### src/rtl/cpu_tick_controller.sv
// Run/halt/single-step controller producing the Tick/ClockEnable strobes for the CPU state registers.
// Tick is a registered one-cycle pulse every Div+1 Clock cycles while running; a PC breakpoint can stop it.
module cpu_tick_controller #(
    parameter int DIV_W     = 8,
    parameter int CNT_W     = 32,
    parameter bit START_RUN = 1'b0
) (
    input  logic             Clock,
    input  logic             Reset_n,
    input  logic             Run,
    input  logic             Halt,
    input  logic             Step,
    input  logic [DIV_W-1:0] Div,
    input  logic             BreakEn,
    input  logic [31:0]      BreakAddr,
    input  logic [31:0]      PC,
    output logic             Tick,
    output logic             ClockEnable,
    output logic             Running,
    output logic             Halted,
    output logic             BreakHit,
    output logic [CNT_W-1:0] CycleCount,
    output logic [1:0]       DebugState
);

    typedef enum logic [1:0] {
        ST_HALTED = 2'd0,
        ST_RUN    = 2'd1,
        ST_STEP   = 2'd2,
        ST_BREAK  = 2'd3
    } state_t;

    localparam state_t RESET_STATE = START_RUN ? ST_RUN : ST_HALTED;

    state_t           state_q, state_d;
    logic [DIV_W-1:0] prescaler_q, prescaler_d;
    logic [CNT_W-1:0] cycle_count_q;
    logic             tick_q;
    logic             resume_q, resume_d;
    logic             run_prev_q, halt_prev_q, step_prev_q;
    logic             run_edge, halt_edge, step_edge;
    logic             at_compare;
    logic             break_match;
    logic             issue_tick;

    // Edges act on the same Clock edge that first samples the input high.
    assign run_edge    = Run  & ~run_prev_q;
    assign halt_edge   = Halt & ~halt_prev_q;
    assign step_edge   = Step & ~step_prev_q;
    assign at_compare  = (prescaler_q == Div);
    assign break_match = BreakEn && (PC == BreakAddr) && !resume_q;

    always_ff @(posedge Clock) begin
        if (!Reset_n) begin
            state_q       <= RESET_STATE;
            prescaler_q   <= '0;
            cycle_count_q <= '0;
            tick_q        <= 1'b0;
            resume_q      <= 1'b0;
            run_prev_q    <= 1'b0;
            halt_prev_q   <= 1'b0;
            step_prev_q   <= 1'b0;
        end else begin
            state_q     <= state_d;
            prescaler_q <= prescaler_d;
            resume_q    <= resume_d;
            tick_q      <= issue_tick;
            run_prev_q  <= Run;
            halt_prev_q <= Halt;
            step_prev_q <= Step;
            if (issue_tick) begin
                cycle_count_q <= cycle_count_q + 1'b1;
            end
        end
    end

    // Priority among simultaneous edges is Halt > Step > Run in every state.
    always_comb begin
        state_d     = state_q;
        prescaler_d = prescaler_q;
        resume_d    = resume_q;
        issue_tick  = 1'b0;
        case (state_q)
            ST_HALTED: begin
                prescaler_d = '0;
                resume_d    = 1'b0;
                if (halt_edge) begin
                    state_d = ST_HALTED;
                end else if (step_edge) begin
                    state_d = ST_STEP;
                end else if (run_edge) begin
                    state_d = ST_RUN;
                end
            end
            ST_RUN: begin
                if (halt_edge) begin
                    state_d     = ST_HALTED;
                    prescaler_d = '0;
                    resume_d    = 1'b0;
                end else if (at_compare) begin
                    prescaler_d = '0;
                    resume_d    = 1'b0;
                    if (break_match) begin
                        state_d = ST_BREAK;
                    end else begin
                        issue_tick = 1'b1;
                    end
                end else begin
                    prescaler_d = prescaler_q + 1'b1;
                end
            end
            ST_STEP: begin
                resume_d = 1'b0;
                if (halt_edge) begin
                    state_d     = ST_HALTED;
                    prescaler_d = '0;
                end else if (at_compare) begin
                    state_d     = ST_HALTED;
                    prescaler_d = '0;
                    issue_tick  = 1'b1;
                end else begin
                    prescaler_d = prescaler_q + 1'b1;
                end
            end
            ST_BREAK: begin
                prescaler_d = '0;
                resume_d    = 1'b0;
                if (halt_edge) begin
                    state_d = ST_HALTED;
                end else if (step_edge) begin
                    state_d = ST_STEP;
                end else if (run_edge) begin
                    // Let the first Tick of this run retire the breakpoint instruction.
                    state_d  = ST_RUN;
                    resume_d = 1'b1;
                end
            end
            default: begin
                state_d     = ST_HALTED;
                prescaler_d = '0;
                resume_d    = 1'b0;
            end
        endcase
    end

    assign Tick        = tick_q;
    assign CycleCount  = cycle_count_q;
    assign ClockEnable = (state_q == ST_RUN) || (state_q == ST_STEP);
    assign Running     = (state_q == ST_RUN);
    assign Halted      = (state_q == ST_HALTED) || (state_q == ST_BREAK);
    assign BreakHit    = (state_q == ST_BREAK);
    assign DebugState  = state_q;

endmodule
### config.mk
export PLATFORM = sky130hd
export DESIGN_NAME = cpu_tick_controller
export DESIGN_NICKNAME = d
export VERILOG_FILES = /design/src/rtl/cpu_tick_controller.sv
export SDC_FILE = /design/constraint.sdc
export NUM_CORES = 1
export LEC_CHECK = 0
export CORE_MARGIN = 4
export CORE_UTILIZATION = 43
export DETAILED_ROUTE_END_ITERATION = 12
export GPL_TIMING_DRIVEN = 0
export PLACE_DENSITY = 0.84
export SETUP_SLACK_MARGIN = 0.15
export SYNTH_ARGS = -nofsm -noshare
export SYNTH_HDL_FRONTEND = slang
export SYNTH_SLANG_ARGS = --single-unit
### constraint.sdc
create_clock -name Clock -period 2.5 [get_ports Clock]
set_input_delay 0.5 -clock Clock [delete_from_list [all_inputs] [get_ports Clock]]
set_output_delay 0.5 -clock Clock [all_outputs]
set_load 0.1 [all_outputs]
==> results.toml <==
[cts]
cts-root-buf = "clkbuf_8"
clock_path_buffers = 2
cts_buffers = 5
clkLatencyLatePin_ps = 300
clock_sinks = 47
hold_buffers = 0
cts_max_level = 2
cts_tree = "done"
clk_pin_slew_worst_paths_ps = 90

[setup_path]
cp-end-kind = "register"
arrival_ps = 2550
required_ps = 2710
critPathMaxFanout = 8
startpoint_type = "primary input"
critPathKind = "primary input to register"

[sta]
skew_ps = 4.234
rsz0062_at_grt = "yes"
fin_crit_sh_pct = 93.73
drv_slew = 0
finalHoldViolations = 0
period_minus_slack_ps = 2343
slew_headroom_pct = 33.05
tightest_slew_ps = 1008
finalSetupViolations = 0
max_freq_ghz = 0.4268

[route]
wl_per_cell_um = 18.69
ant_nets = 0
drt-vias-per-instance = 5.814
vias = 3122
first_pass_iters = 4
drc_errors = 0
drt_iter0_markers = 165
wirelength_um = 10040

[cells_and_area]
nets = 543
final_common_cell = "dlymetal6s2s_1"
design_area_um2 = 4591
drive_above_1_share_pct = 14.38
syn_to_final_growth_pct = 64.09
final_cell_mix = "dlymetal6s2s_1, dfxtp_1, xor2_1, dlygate4sd2_1, a21oi_1"

[power]
power_leakage_nw = 2.233
fin_total_pwr_w = 0.001821
ir_worst_vdd_uv = 513.4
power_density_nw_per_um2 = 396.7

[die]
core_area_um2 = 6350
row_count = 29
ios = 117
die_y_um = 88.66
start_util_pct = 44.06
fp.dieW_um = 88.66
die_area_um2 = 7861

[run]
drv_cap = 0

[place]
place_congestion = 0.8232
portBuffers = 116
hpwl_um = 6892
dpl-instance-area_um2 = 4131

[synthesis]
synthesis.nets = 408
syn_inst = 324
synth_ff_type = "dfxtp_1"
synthArstFlopShare_pct = 0
ys_warn_count = 0
synth_edf_count = 0
netlist-cell-type-count = 46
syn_area_um2 = 2798
syn_area_per_cell_um2 = 8.635
ys_seq_area_share_pct = 33.63
ys_ff_latch = 47

[grt]
grt_pass1_wl_um = 14480
grt_pass1_vias = 3002
grt_use_total_pct = 23.36
grt_max_degree = 15
antenna_found_initial = 1
grt_remaining_overflow = 0

[hold_path]
hold_path.class = "register to register"

[run_status]
status = "finished clean"
[cells by family (layout without fill, tap and decap cells)]
kind of cell / after synthesis / in the layout / share of synthesized area [%]
and+or+nand+nor: 126 / 126 / 27.24
AOI/OAI and AO/OA: 70 / 70 / 16.73
xor gates and xnor gates: 47 / 47 / 14.71
DFF: 47 / 47 / 33.63
buffers and inverters: 26 / 161 / 4.293
adders and majority gates: 6 / 6 / 2.683
muxes: 2 / 2 / 0.7156
other: 0 / 1 / 0
[worst max-delay path: stages]
cell             delay, ps
clkdlybuf4s50_1        450
xor2_1                 160
nor4_2                 190
nand4_1                150
buf_6                  170
o41ai_4                370
buf_6                  200
buf_8                  120
nor4_1                  40
o21a_1                 190
[path summary, 6_finish.rpt]
check                                    from                           to  slack, ps  cells after the start
hold / removal    CycleCount[31]$_SDFFE_PN0P_  CycleCount[31]$_SDFFE_PN0P_        500                      2
setup reg to reg   DebugState[1]$_SDFFE_PN0P_   CycleCount[4]$_SDFFE_PN0P_        180                     10
hold reg to reg   CycleCount[31]$_SDFFE_PN0P_  CycleCount[31]$_SDFFE_PN0P_        500                      2
setup / recovery                        PC[4]   CycleCount[9]$_SDFFE_PN0P_        160                     10
[where the power goes]
part / switching (W) / internal [W]
logic: 0.000286 / 0.000200
registers: 0.0000154 / 0.000760
clock network: 0.000266 / 0.000293
[synthesized netlist by cell type, types with 2 or more instances]
library cell  number  share of area [%]
nor2_1            16                2.1
dfxtp_1           47                 34
a21o_1             2               0.54
a31o_2             2               0.63
xnor2_1           11                3.4
buf_6              2               0.80
a21oi_1           30                5.4
o21a_1             3               0.80
nand4b_1           3               0.94
nand3_1           16                2.9
or3_1              2               0.45
o31ai_1           21                5.6
nand4_1            6                1.3
clkbuf_1           8                1.1
or4_1             20                5.4
o41ai_1            3               0.94
nand2b_1           4               0.89
buf_2              3               0.54
nor4_1             9                2.0
ha_1               6                2.7
inv_1             10                1.3
nand2_1           20                2.7
or4b_1             2               0.72
nor3_1             2               0.36
mux2i_1            2               0.72
and3_1            12                2.7
xor2_1            36                 11
and4_1             3               0.94
and2_1             6                1.3
[registers in the layout, summed over array words and instances, names as in the netlist]
register / count
prescaler_q: 8
resume_q: 1
DebugState: 2
Tick: 1
run_prev_q: 1
step_prev_q: 1
CycleCount: 32
halt_prev_q: 1
[per-layer routing]
layer	share of wire, %	global-route usage (%)	up-vias
met5	0	0	-
met4	2.4	7.692	0
met3	5.7	3.818	21
met2	54	41.50	121
met1	38	28.52	1512
li1	-	-	1468
[stage by stage]
stage	std cells	util (%)	setup WS [ps]	TNS, ps	hold WS (ps)
CTS	532	68.61	130.7	0	501.1
finish	537	72.30	156.7	0	496.6
global route	537	72.30	96.00	0	519.3
global placement	517	65.06	-564.6	-12260	475.6
detailed placement	517	65.06	-560.0	-12860	488.9
floorplan	324	-	-146.2	-2275	459.2
[area by class of cell]
type / count / area, um^2
clock buffer: 5 / 68.82
tap: 77 / 96.34
inverter: 11 / 43.79
sequential: 47 / 954.7
clock inverter: 2 / 36.28
multi-input combinational: 251 / 1893
timing repair buffer: 128 / 1383
antenna: 1 / 2.502
fill: 473 / 1759
buffer: 15 / 112.6
[timing repair]
action,4_1_cts,5_1_grt
setup endpoints to repair,58,42
hold endpoints to repair,0,0
buffers inserted,7,4
pin swaps,24,30
cloned,1,0
resized for setup,55,68
Note: power is estimated with default switching activity, not from simulation.
